File: src/rtl/spi_ram_pkg.sv
// Shared opcode constants, FSM state encoding and address wrap helper for the SPI RAM controller.
package spi_ram_pkg;

    localparam logic [1:0] OP_WR_ADDR = 2'b00;
    localparam logic [1:0] OP_WR_DATA = 2'b01;
    localparam logic [1:0] OP_RD_ADDR = 2'b10;
    localparam logic [1:0] OP_RD_DATA = 2'b11;

    typedef enum logic {
        ST_IDLE = 1'b0,
        ST_HOLD = 1'b1
    } state_t;

    // Next address with wrap to 0 after depth-1; out-of-range addresses also restart at 0.
    function automatic int unsigned next_index(input int unsigned idx, input int unsigned depth);
        return ((idx + 1) >= depth) ? 0 : idx + 1;
    endfunction

endpackage

File: src/rtl/spi_ram_array.sv
// DATA_W x MEM_DEPTH single-port-style storage: synchronous write, registered read,
// accesses at addresses >= MEM_DEPTH are ignored (writes) or return zero (reads).
module spi_ram_array #(
    parameter int DATA_W    = 8,
    parameter int ADDR_W    = 8,
    parameter int MEM_DEPTH = 256
) (
    input  logic              clk,
    input  logic              rst_n,
    input  logic              wr_en,
    input  logic [ADDR_W-1:0] wr_addr,
    input  logic [DATA_W-1:0] wr_data,
    input  logic              rd_en,
    input  logic [ADDR_W-1:0] rd_addr,
    output logic [DATA_W-1:0] rd_data
);

    localparam logic [ADDR_W:0] DEPTH_EXT = (ADDR_W + 1)'(MEM_DEPTH);

    logic [DATA_W-1:0] mem [0:MEM_DEPTH-1];
    logic [DATA_W-1:0] rd_data_reg;
    logic              wr_in_range;
    logic              rd_in_range;

    assign wr_in_range = ({1'b0, wr_addr} < DEPTH_EXT);
    assign rd_in_range = ({1'b0, rd_addr} < DEPTH_EXT);

    // Storage is deliberately left unreset so it maps onto block RAM.
    always_ff @(posedge clk) begin
        if (wr_en && wr_in_range) begin
            mem[wr_addr] <= wr_data;
        end
    end

    // The read register doubles as the held output word, so it only loads on a new read.
    always_ff @(posedge clk or negedge rst_n) begin
        if (!rst_n) begin
            rd_data_reg <= '0;
        end else if (rd_en) begin
            rd_data_reg <= rd_in_range ? mem[rd_addr] : '0;
        end
    end

    assign rd_data = rd_data_reg;

endmodule

File: src/rtl/spi_ram_ctrl.sv
// Command-decoded RAM behind an SPI slave with valid/ready read return and sticky overflow.
// Build option: define SPI_RAM_AUTOINC_EN to auto-increment addresses after accepted accesses.
module spi_ram_ctrl
    import spi_ram_pkg::*;
#(
    parameter int DATA_W    = 8,
    parameter int ADDR_W    = 8,
    parameter int MEM_DEPTH = 256
) (
    input  logic              clk,
    input  logic              rst_n,
    input  logic [DATA_W+1:0] din,
    input  logic              rx_valid,
    output logic [DATA_W-1:0] dout,
    output logic              tx_valid,
    input  logic              tx_ready,
    output logic              rd_ovf
);

`ifdef SPI_RAM_AUTOINC_EN
    localparam bit AUTOINC = 1'b1;
`else
    localparam bit AUTOINC = 1'b0;
`endif

    state_t            state_reg, state_next;
    logic [ADDR_W-1:0] wr_addr_reg, wr_addr_next;
    logic [ADDR_W-1:0] rd_addr_reg, rd_addr_next;
    logic              rd_ovf_reg, rd_ovf_next;

    logic [1:0]        op;
    logic [ADDR_W-1:0] cmd_addr;
    logic              wr_cmd;
    logic              rd_cmd;
    logic              rd_accept;
    logic              rd_drop;

    assign op       = din[DATA_W+1:DATA_W];
    assign cmd_addr = din[ADDR_W-1:0];
    assign wr_cmd   = rx_valid && (op == OP_WR_DATA);
    assign rd_cmd   = rx_valid && (op == OP_RD_DATA);

    // A read is taken when the output slot is free or is being emptied this cycle.
    always_comb begin
        state_next = state_reg;
        rd_accept  = 1'b0;
        rd_drop    = 1'b0;
        case (state_reg)
            ST_IDLE: begin
                if (rd_cmd) begin
                    rd_accept  = 1'b1;
                    state_next = ST_HOLD;
                end
            end
            ST_HOLD: begin
                if (tx_ready) begin
                    if (rd_cmd) begin
                        rd_accept = 1'b1;
                    end else begin
                        state_next = ST_IDLE;
                    end
                end else if (rd_cmd) begin
                    rd_drop = 1'b1;
                end
            end
            default: state_next = ST_IDLE;
        endcase
    end

    always_comb begin
        wr_addr_next = wr_addr_reg;
        rd_addr_next = rd_addr_reg;
        rd_ovf_next  = rd_ovf_reg | rd_drop;
        if (rx_valid && (op == OP_WR_ADDR)) begin
            wr_addr_next = cmd_addr;
        end else if (wr_cmd && AUTOINC) begin
            wr_addr_next = ADDR_W'(next_index(32'(wr_addr_reg), MEM_DEPTH));
        end
        if (rx_valid && (op == OP_RD_ADDR)) begin
            rd_addr_next = cmd_addr;
        end else if (rd_accept && AUTOINC) begin
            rd_addr_next = ADDR_W'(next_index(32'(rd_addr_reg), MEM_DEPTH));
        end
    end

    always_ff @(posedge clk or negedge rst_n) begin
        if (!rst_n) begin
            state_reg   <= ST_IDLE;
            wr_addr_reg <= '0;
            rd_addr_reg <= '0;
            rd_ovf_reg  <= 1'b0;
        end else begin
            state_reg   <= state_next;
            wr_addr_reg <= wr_addr_next;
            rd_addr_reg <= rd_addr_next;
            rd_ovf_reg  <= rd_ovf_next;
        end
    end

    spi_ram_array #(
        .DATA_W   (DATA_W),
        .ADDR_W   (ADDR_W),
        .MEM_DEPTH(MEM_DEPTH)
    ) u_array (
        .clk    (clk),
        .rst_n  (rst_n),
        .wr_en  (wr_cmd),
        .wr_addr(wr_addr_reg),
        .wr_data(din[DATA_W-1:0]),
        .rd_en  (rd_accept),
        .rd_addr(rd_addr_reg),
        .rd_data(dout)
    );

    // tx_valid comes straight off the state register so reset clears it immediately.
    assign tx_valid = (state_reg == ST_HOLD);
    assign rd_ovf   = rd_ovf_reg;

endmodule

File: config.mk
export PLATFORM = sky130hd
export DESIGN_NAME = spi_ram_ctrl
export DESIGN_NICKNAME = d
export VERILOG_FILES = /design/src/rtl/spi_ram_pkg.sv /design/src/rtl/spi_ram_array.sv /design/src/rtl/spi_ram_ctrl.sv
export SDC_FILE = /design/constraint.sdc
export NUM_CORES = 2
export LEC_CHECK = 0
export ABC_AREA = 1
export CAP_MARGIN = 20
export CORE_ASPECT_RATIO = 0.8
export CORE_MARGIN = 2
export CORE_UTILIZATION = 40
export DETAILED_ROUTE_END_ITERATION = 7
export PLACE_DENSITY = 0.62
export SETUP_SLACK_MARGIN = 0.5
export SLEW_MARGIN = 20
export SYNTH_ARGS = -nofsm -noshare
export SYNTH_HDL_FRONTEND = slang
export SYNTH_SLANG_ARGS = --single-unit
File: constraint.sdc
create_clock -name clk -period 4.6 [get_ports clk]
set_clock_uncertainty 0.2 [all_clocks]
set_input_delay 0.46 -clock clk [delete_from_list [all_inputs] [get_ports clk]]
set_output_delay 0.46 -clock clk [all_outputs]
set_load 0.005 [all_outputs]
## Word level (Yosys, flattened, before mapping)

Memory sizes are Yosys's and may differ from the RTL's. A register that Yosys moved wholly into a read port is not among the register bits.
Index checks and enable logic that the tools add are counted.

| word-level totals | value |
|---|---|
| register bits | 18 |
| RAM bits | 2048 |
| input port bits | 14 |
| logic and storage cells | 25 |
| memories kept | 1 |

| cells by class | value |
|---|---|
| equal/unequal tests | 3 |
| mux-type cells | 9 |
| bitwise logic cells | 2 |
| reduce and logical (&&, ||, !) cells | 6 |

Memories:

| memory | words | width | read ports | clocked after memory_dff | wr ports | RTL line | source |
|---|---|---|---|---|---|---|---|
| u_array.mem | 256 | 8 | 1 | 1 | 1 | spi_ram_array.sv:20 | `logic [DATA_W-1:0] mem [0:MEM_DEPTH-1];` |

Operators with widths:

| kind | number |
|---|---|
| 1-bit two-way mux | 7 |
| 2-bit equality test, second input constant | 2 |
| 1-bit logical AND | 4 |
| 1-bit case mux with 2 select lines | 2 |
| 2-bit by 1-bit equality test with 1-bit output, second input constant | 1 |
| 2-bit logical NOT | 1 |
| 1-bit logical NOT | 1 |
| 1-bit NOT | 1 |
| 1-bit OR | 1 |

## Logic depth before layout (Yosys ltp)

| depth | value |
|---|---|
| depth in word-level cells | 6 |
| depth in mapped cells | 15 |
| depth with buffers taken out | 11 |

## By module

A second synthesis with hierarchy kept.

| second synthesis, totals | value |
|---|---|
| cells, all modules | 7085 |
| area total of the unflattened synthesis | 84328.4 um^2 |

By module, submodules not included:

| module | times used | cells an instance | area each (um^2) |
|---|---|---|---|
| spi_ram_array | 1 | 7004 | 83525.1 |
| spi_ram_ctrl | 1 | 81 | 803.3 |

## Worst setup path after synthesis

No wires, ideal clock.

| path | value |
|---|---|
| path type | in2reg |
| start point | in rx_valid |
| end point | mem u_array.mem[111][0] (enable) |
| library setup time | 370 ps |
| arrival time | 1800 ps |
| required time | 4030 ps |
| setup slack | 2230 ps |
| cell stages on the path | 6 |
| cells stage by stage | nand2_1 -> nor2_1 -> buf_2 -> nand2_1 -> clkbuf_1 -> nor2_1 |

| on the way | value |
|---|---|
| longest elaborated chain between the ends | 3 |

Ends and longest elaborated chain:

| what | RTL line | source |
|---|---|---|
| start, declared | spi_ram_ctrl.sv:13 | `input logic rx_valid,` |
| 1-bit logical AND | spi_ram_ctrl.sv:40 | `assign wr_cmd = rx_valid && (op == OP_WR_DATA);` |
| 1-bit two-way mux | spi_ram_array.sv:30 | `if (wr_en && wr_in_range) begin` |
| 1-bit two-way mux (not written as such) | spi_ram_array.sv:31 | `mem[wr_addr] <= wr_data;` |
| end, declared | spi_ram_array.sv:20 |  |

No other way between the ends.

==> run metrics <==
max reg flops 2048; met3 wire length 23.34 mm; max_slew headroom 22.55%; peak fanout along the critical path 96; share of the synthesized area in the top cell type 73.09%; area grow syn2layout 10.76%; Post-Syn Nets 7091; endpoints failing setup 0; Syn Area/Cell 11.89 um2; met2 WL 101.4 mm; Slowest Stage Delay on Critical Path 720 ps; Std-Cell Rows 150; Clock H-tree levels 4; clk root buf clkbuf_16; die footprint 214000 um2; Leak 31.75 nW; wire length on met1 98.37 mm; Max IR drop VDD 0.0004432 V; Synth cell types 16; Post-Syn Area 84140 um2; post-CTS setup buffer count 0; Worst path most repeated cell nand3_1; CP required 5140 ps; Die H 414.2 um; hold crit path type in2reg; Clock Latency Late Sink 850 ps; Final Hold Viols 0; Startpoint Class flop; first-pass GRT wire length 341.0 mm; top_reg_cell synth edfxtp_1; final period utilization 86.99%; leading area contributor after synthesis edfxtp_1; Post-Syn Instances 7077; unrepaired setup endpoints after global routing no; Starting Density 40.24%; WL final 230.6 mm; synth top area cells edfxtp_1 73%, nand3_1 12%, nand2_1 9.4%; gpl congestion 0.8815; drt pass-1 iters 6; MaxCap Viol Count 0; Congestion Overflow GR 0; achievable clock frequency 0.2499 GHz; # port buffers 23; synth cell count leaders 2118 x nand2_1, 2048 x edfxtp_1, 2043 x nand3_1, 288 x nor2_1, 283 x buf_2; initial antenna violation count 3; FILL cells 18930; DR vias 54850; Vias/cell 5.532; gr usage total 21.24%; die width 516.8 um; Reg with most FFs u_array.mem; crit-path cells inv_8, buf_12, nand3_1, nand3_1, nand3_1, nand3_1, nand3_1, nand3_1, nand3_1, nand3_1, nand2_1; top-count cell post-synth nand2_1; vias in the first global route 52360; clk buf depth 3; DRT iter0 DRCs 7352; crit path kind reg2reg; TritonCTS clock tree yes; number of synthesized flops with an enable pin 2048; Synth Register Bits 2074; I/O Pins 24; Inserted Clock Buffers 193; Worst-path clk slew 60 ps; pin count of the biggest net entering global routing 192; actual slew at the worst max-slew pin 1162 ps; share of synthesized registers carrying an async set or reset 1.254%; Pwr Density 461.2 nW/um2; critical path data arrival time 4540 ps; Seq/Total Area, Yosys 73.87%; final instance area 93190 um2; endpoint type of the worst setup path flop; Core Box Area 209100 um2; Residual DRC 0; Slew Viols, Final 0; Layout Nets 6955; Reg2Reg Depth 11; wire per inst 23.26 um; Top Layer Used met5; diode count 0; min Tclk post-route 4002 ps; Placed Area 86980 um2; Worst Hold Depth 1; Yosys warnings 0; CTS Sinks 2074; HPWL Detailed 128.2 mm; post-route antenna net violation count 0; status finished, final reports clean; Slowest-stage cell, CP dfrtp_4; TNS Setup 0 ps; share of layout cells above drive strength 1 5.928%
## per-layer routing
layer / vias to the layer above / GRT usage (%)
met5: - / 0
li1: 24840 / -
met1: 26990 / 30.80
met2: 2641 / 31.49
met4: 2 / 7.366
met3: 367 / 4.654
## stage by stage
step	total power, W	worst slack, ps	std cells	hold slack, ps	util (%)
floorplan	0.02517	2230	7077	-35.59	-
global placement	0.02749	715.1	9552	272.6	41.60
detailed placement	0.02753	719.9	9552	272.7	41.60
CTS	0.04308	775.7	9914	14.45	44.57
global route	0.04442	569.4	9914	62.55	44.57
finish	0.04298	598.4	9914	36.00	44.57
## path summary, 6_finish.rpt
kind | start | to | slack, ps
max | rd_addr_reg[1] | u_array.rd_data[1] | 600
min reg2reg | u_array.rd_data[2] | u_array.rd_data[2] | 290
min | din[2] | u_array.mem[72][2] | 40
max in group asynchronous | rst_n | rd_addr_reg[3] | 3480
max reg2reg | rd_addr_reg[1] | u_array.rd_data[1] | 600
min in group asynchronous | rst_n | tx_valid | 350
## power by group
group          internal [W]  total [W]  switching (W)
logic               0.00164    0.00627        0.00463
registers            0.0208     0.0210       0.000140
clock network       0.00865     0.0157        0.00710
## layout make-up
cell class | instances | area [um2] | share of cell area (%)
clock buffer | 258 | 5187 | 5.567
timing repair buffer | 153 | 1749 | 1.877
sequential | 2074 | 62170 | 66.71
clock inverter | 98 | 957.2 | 1.027
tap | 2812 | 3518 | 3.776
inverter | 52 | 229.0 | 0.2457
multi-input combinational | 4467 | 19380 | 20.80
## cells by family (layout without fill, tap and decap cells)
group | count (synthesis) | count (layout) | share of synthesized area, %
AOI/OAI and AO/OA | 17 | 17 | 0.1041
and+or+nand+nor | 4450 | 4450 | 22.90
buffers and inverters | 536 | 561 | 3.132
DFF | 2074 | 2074 | 73.87
## repair_timing
| action | 4_1_cts | 5_1_grt |
|---|---|---|
| gates resized for setup | 0 | 0 |
| endpoints found under the hold margin | 133 | 0 |
| hold buffers | 6 | 0 |
## worst max-delay path: cells and delay by family, from the launching register on
family	cells	cell delay, ps
buf+inv	2	1040
flops	1	720
simple gates	9	1770
## cell usage in the layout, fill, tap and decap left out, drive strengths merged
master         Yosys  routed
nand2           2118    2118
edfxtp          2048    2048
dfrtp             26      26
inv               52      57
dlygate4sd3        0       6
clkbuf           104     258
clkinv             0      78
clkdlybuf4s50      0      15
clkinvlp           0       3
buf              380     132
bufinv             0      12
nand3b             1       1
o21bai             1       1
o21ai             16      16
nor2             288     288
nand3           2043    2043
Note: power is estimated with default switching activity, not from simulation.
